$ cat src/rtl/pwm_8bit.sv
// 8-bit PWM generator with a handshake-loaded duty shadow applied only at period boundaries.
// Define PWM_DEADTIME_EN to add a dead band between pwm_out and the complementary pwm_n.
module pwm_8bit #(
    parameter logic [7:0]  DUTY_INIT = 8'h00,
    parameter int unsigned DEADTIME  = 4
) (
    input  logic       clk,
    input  logic       reset,
    input  logic [7:0] count,
    input  logic [7:0] duty_in,
    input  logic       duty_valid,
    output logic       duty_ready,
    output logic       pwm_out,
    output logic       pwm_n,
    output logic       period_start
);

    typedef enum logic [0:0] {
        IDLE    = 1'b0,
        PENDING = 1'b1
    } state_t;

    state_t     state_q, state_d;
    logic [7:0] prev_count_q;
    logic [7:0] duty_active_q, duty_active_d;
    logic [7:0] duty_shadow_q, duty_shadow_d;
    logic       ready_q, ready_d;
    logic       pwm_out_q, pwm_out_d;
    logic       pwm_n_q, pwm_n_d;
    logic       period_start_q;
    logic       boundary_s;
    logic       raw_s;

    // A held-at-zero counter fires only once because prev_count then also reads zero.
    assign boundary_s = (count == 8'h00) && (prev_count_q != 8'h00);
    assign raw_s      = (count < duty_active_q);

    // Shadow handshake and period-aligned duty update.
    always_comb begin
        state_d       = state_q;
        duty_active_d = duty_active_q;
        duty_shadow_d = duty_shadow_q;
        case (state_q)
            IDLE: begin
                if (duty_valid && ready_q) begin
                    duty_shadow_d = duty_in;
                    state_d       = PENDING;
                end else begin
                    state_d       = IDLE;
                end
            end
            PENDING: begin
                if (boundary_s) begin
                    duty_active_d = duty_shadow_q;
                    state_d       = IDLE;
                end else begin
                    state_d       = PENDING;
                end
            end
            default: begin
                state_d = IDLE;
            end
        endcase
        ready_d = (state_d == IDLE);
    end

`ifdef PWM_DEADTIME_EN
    localparam logic [3:0] DEAD_CYC = DEADTIME[3:0];

    logic       raw_prev_q;
    logic       hist_vld_q;
    logic [3:0] run_q, run_d;

    // run_d = number of immediately preceding cycles with the same raw level (saturating).
    always_comb begin
        if (hist_vld_q && (raw_s == raw_prev_q)) begin
            run_d = (run_q == 4'hF) ? 4'hF : (run_q + 4'd1);
        end else begin
            run_d = 4'd0;
        end
        pwm_out_d = raw_s && (run_d >= DEAD_CYC);
        pwm_n_d   = !raw_s && (run_d >= DEAD_CYC);
    end

    // Dead-band history registers.
    always_ff @(posedge clk or negedge reset) begin
        if (!reset) begin
            raw_prev_q <= 1'b0;
            hist_vld_q <= 1'b0;
            run_q      <= 4'd0;
        end else begin
            raw_prev_q <= raw_s;
            hist_vld_q <= 1'b1;
            run_q      <= run_d;
        end
    end
`else
    // Plain complementary drive.
    always_comb begin
        pwm_out_d = raw_s;
        pwm_n_d   = ~raw_s;
    end
`endif

    // State and output registers.
    always_ff @(posedge clk or negedge reset) begin
        if (!reset) begin
            state_q        <= IDLE;
            prev_count_q   <= 8'h00;
            duty_active_q  <= DUTY_INIT;
            duty_shadow_q  <= 8'h00;
            ready_q        <= 1'b0;
            pwm_out_q      <= 1'b0;
            pwm_n_q        <= 1'b0;
            period_start_q <= 1'b0;
        end else begin
            state_q        <= state_d;
            prev_count_q   <= count;
            duty_active_q  <= duty_active_d;
            duty_shadow_q  <= duty_shadow_d;
            ready_q        <= ready_d;
            pwm_out_q      <= pwm_out_d;
            pwm_n_q        <= pwm_n_d;
            period_start_q <= boundary_s;
        end
    end

    assign duty_ready   = ready_q;
    assign pwm_out      = pwm_out_q;
    assign pwm_n        = pwm_n_q;
    assign period_start = period_start_q;

endmodule

$ cat config.mk
export PLATFORM = sky130hd
export DESIGN_NAME = pwm_8bit
export DESIGN_NICKNAME = d
export VERILOG_FILES = /design/src/rtl/pwm_8bit.sv
export SDC_FILE = /design/constraint.sdc
export NUM_CORES = 1
export LEC_CHECK = 0
export CORE_ASPECT_RATIO = 0.75
export CORE_MARGIN = 2
export CORE_UTILIZATION = 25
export CTS_CLUSTER_SIZE = 28
export DETAILED_ROUTE_END_ITERATION = 16
export GPL_TIMING_DRIVEN = 0
export PLACE_DENSITY = 0.57
export SETUP_SLACK_MARGIN = 0.02
export SYNTH_ARGS = -nofsm -noshare
export SYNTH_HDL_FRONTEND = slang
export SYNTH_SLANG_ARGS = --single-unit
$ cat constraint.sdc
create_clock -name clk -period 2.3 [get_ports clk]
set_input_delay 0.23 -clock clk [delete_from_list [all_inputs] [get_ports clk]]
set_output_delay 0.23 -clock clk [all_outputs]
set_load 0.03 [all_outputs]
Yosys cells after proc, flatten, opt, wreduce, memory -nomap -nowiden
Index checks and enable logic that the tools add are counted.

Word-level logic and storage cells: 21. Register bits after elaboration: 29. Bits of input ports: 19. Output and inout bits: 4.

Bitwise gates (word level): 3. Reduce and logical (&&, ||, !) cells: 6. Multiplexer cells: 3. Magnitude comparators: 1.

Operator list (count): $logic_not A8 Y1 (1); $lt A8 B8 Y1 (1); $reduce_bool A8 Y1 (1); $reduce_and A2 Y1 (2); $not A1 Y1 (3); $logic_and A1 B1 Y1 (2); $mux W1 (2); $pmux W1 S2 (1).

Logic depth before layout (Yosys ltp)
Word-level depth: 5. Depth in mapped cells: 5. Depth with buffers taken out: 5.

Worst setup path before layout
Ideal clock, no wire load.

Path type: in2reg. Start: in count[0]. End: reg duty_active_q[0]. Stages: 4. Arrival: 1.450 ns. Path buffers: 0. Setup slack: 0.725 ns. Setup time: 0.125 ns. Required time: 2.175 ns. Cells stage by stage: or4_1 -> a211oi_2 -> nand2_2 -> mux2_2.

Longest elaborated chain between the ends: 3.

RTL lines: from (decl) (line 9) `input logic [7:0] count,`; $logic_not A8 Y1 (line 35) `assign boundary_s = (count == 8'h00) && (prev_count_q != 8'h00);`; $logic_and A1 B1 Y1 (line 35); net boundary_s (line 31) `logic boundary_s;`; $reduce_and A2 Y1 (no line); to (signal assigned) (line 119) `duty_active_q <= duty_active_d;`; to (decl) (line 25) `logic [7:0] duty_active_q, duty_active_d;`.

The timed path passes the listed nets, and every way through them passes these cells. A chain may end at the register's enable or synchronous reset.

Worst setup path after layout
Start: in count[5]. End: reg duty_active_q[7].

Same word-level chain as after synthesis.

==> summary.md <==
| Metric | Value |
|---|---|
| Post-route design area | `1530 µm²` |
| DP Area | `1450 µm²` |
| CTS Hold Bufs | `0` |
| Clock root cell | `clkbuf_8` |
| Mapped Cells | `about 80` |
| Crit path kind | `in2reg` |
| Via count | `725` |
| Crit path launch type | `input port` |
| Clk pwr share | `0.299` |
| Final worst slack | `around 0.37 ns` |
| Psw | `0.338 mW` |
| Asr flop ratio synth | `1.00` |
| Pre-antenna DRT Iters | `3` |
| Final setup viols | `0` |
| Hpwl dp | `1580 µm` |
| Io pins | `23` |
| Flop pwr share | `0.501` |
| CP Max Fanout | `8` |
| Largest net degree at the start of global routing | `30` |
| CTS clk-pin slew, worst paths | `0.05 ns` |
| HP Class | `in2async` |
| Aggregate routed wire length | `2100 µm` |
| Internal | `1.02 mW` |
| Cells after DPL | `158` |
| CTS tree | `built` |
| Share of layout cells above drive strength 1 | `0.231` |
| Setup Fix Bufs, Post-CTS | `0` |
| Syn avg cell area | `14.7 µm²` |
| Post-cts resize count | `0` |
| Area Growth Syn to Fin | `32.1%` |
| CTS sink count | `29` |
| Vias in the first global route | `746` |
| Syn Nets | `105` |
| Tightest Pin Transition | `0.638 ns` |
| Logic pwr share | `0.200` |
| Clock skew | `0.00355 ns` |
| Routed Antenna Nets | `0` |
| # diodes | `0` |
| Gpl congestion | `0.681` |
| Final hold vios | `29` |
| Gr ovfl total | `0` |
| Die area | `5210 µm²` |
| Die Y | `63.0 µm` |
| Worst vdd ir | `0.000359 V` |
| RSZ-0062 raised after global routing | `false` |
| CP endpoint kind | `flip-flop` |
| Failing checks | `hold timing` |
| Max-slew headroom | `0.575` |
| Maximum capacitance violations | `0` |
| Non-Filler Instances | `165` |
| Total number of H-tree levels | `2` |
| Yosys top cell by area | `dfrtp_1` |
| Final slew viol count | `0` |
| First-pass GRT wire length | `3270 µm` |
| Mapped Area | `about 1200 µm²` |
| Initial drt markers | `16` |
| Critical Path RT | `2.46 ns` |
| Port bufs | `22` |
| Power Dens Cells | `roughly 890 nW/µm²` |
| DRC Markers | `0` |
| Chip Width | `82.7 µm` |
| GRT Total Usage | `0.0873` |
| Bufs on Longest Clock Path | `2` |
| Outcome | `complete, but fails checks` |
| Number of flops mapped to enable cells by yosys | `0` |
| Util after Layout | `0.343` |
| Distinct cells, synth | `18` |
| Core area | `4470 µm²` |
| Antenna violations before repair | `0` |
| Leakage Power | `0.670 nW` |
| DP Worst Slack | `0.0800 ns` |
| Largest cells by area after synthesis | `dfrtp_1, mux2_2, ha_1` |
| Hold slack | `-0.0257 ns` |
| Register area share after synthesis | `0.626` |
| Drt wl/cell | `12.7 µm` |
| Area share of the largest cell type after synthesis | `0.626` |
| Net Sw Frac | `0.249` |
| Num CTS Buffers | `5` |
| Post-synthesis register bit count | `29` |
| Row count | `21` |
| Clock latency at the later pin of the worst-skew pair | `0.28 ns` |
| Fmax | `0.517 GHz` |
| Crit share post-route | `0.841` |
| Synth Flop Type | `dfrtp_1` |
| Final min period | `1.93 ns` |
| Initial Util | `0.260` |
| Syn. warnings | `0` |
| Routed vias/inst | `approximately 4.4` |
| Setup_tns | `0 ns` |
| WP data arrival | `2.09 ns` |
| Fin nets | `about 130` |
## worst paths after layout
path,start,to,slack [ns],cells after the start
worst max register to register,duty_active_q[1],pwm_n,0.71,5
worst max-delay path,count[5],duty_active_q[7],0.37,5
max in group asynchronous,reset,duty_shadow_q[5],1.91,1
worst min-delay path,reset,prev_count_q[4],-0.03,1
worst min register to register,duty_active_q[5],duty_active_q[5],0.50,1
min in group clk,count[0],prev_count_q[0],0.47,1
## area by class of cell
| class | instances | area (µm²) |
|---|---|---|
| Multi-Input combinational cell | 43 | 408 |
| Fill cell | 450 | 2930 |
| Sequential cell | 29 | 726 |
| Clock buffer | 7 | 86.3 |
| Tap cell | 57 | 71.3 |
| Timing Repair Buffer | 22 | 215 |
| Inverter | 7 | 26.3 |
## worst max-delay path, cell delays in order
cell and delay [ns]:
clkdlybuf4s50_1 0.49, or4_1 0.56, a211oi_2 0.30, nand2_2 0.20, mux2_2 0.31
## layer usage
metal	vias to the layer above	share of wire	GRT usage
li1	336	-	-
met3	7	0.088	0.0405
met2	23	0.42	0.123
met5	-	0	0
met4	0	0.023	0.0553
met1	359	0.46	0.106
## logic make-up (layout without fill, tap and decap cells)
group           Yosys count  count (layout)  synth area share
simple gates             13              13            0.0669
fa+ha+maj                 7               7            0.0755
mux                      16              16             0.155
buf+inv                   7              36            0.0227
flops                    29              29             0.626
compound gates            7               7            0.0539
## flip-flops by register name (all words and copies together), names as in the netlist
signal         flops
pwm_out            1
duty_ready         1
period_start       1
duty_shadow_q      8
duty_active_q      8
pwm_n              1
state_q            1
prev_count_q       8
## through the flow
stage	power [mW]	hold slack, ns
6_report	1.36	-0.0257
5_1_grt	1.43	0.0274
4_1_cts	1.38	0.462
3_5_place_dp	0.970	0.493
3_3_place_gp	0.952	0.485
2_1_floorplan	0.852	-0.0656
## power groups by stage
stage               clock, mW  sequential (mW)  combinational (mW)
floorplan                   0            0.706               0.147
global placement            0            0.686               0.266
detailed placement          0            0.693               0.276
CTS                     0.418            0.685               0.278
global route            0.438            0.696               0.298
finish                  0.406            0.682               0.271
## cell usage after synthesis (2+ instances only)
master	n
a21o_1	3
nor2_1	2
mux2_2	16
inv_1	7
nor4_1	2
or4_1	2
ha_1	7
dfrtp_1	29
nand2b_1	2
## cell usage in the layout, fill, tap and decap left out, drive strengths merged
master          n
a211o           1
nand4           1
clkbuf          7
and2            1
ha              7
nand3b          1
buf             1
or4             2
a21o            3
mux2           16
inv             7
dfrtp          29
nand2b          2
nor4            2
a211oi          1
nand2           2
nor2            2
a221oi          1
a221o           1
clkdlybuf4s50  21
No activity file was read; power rests on OpenSTA's default activity.
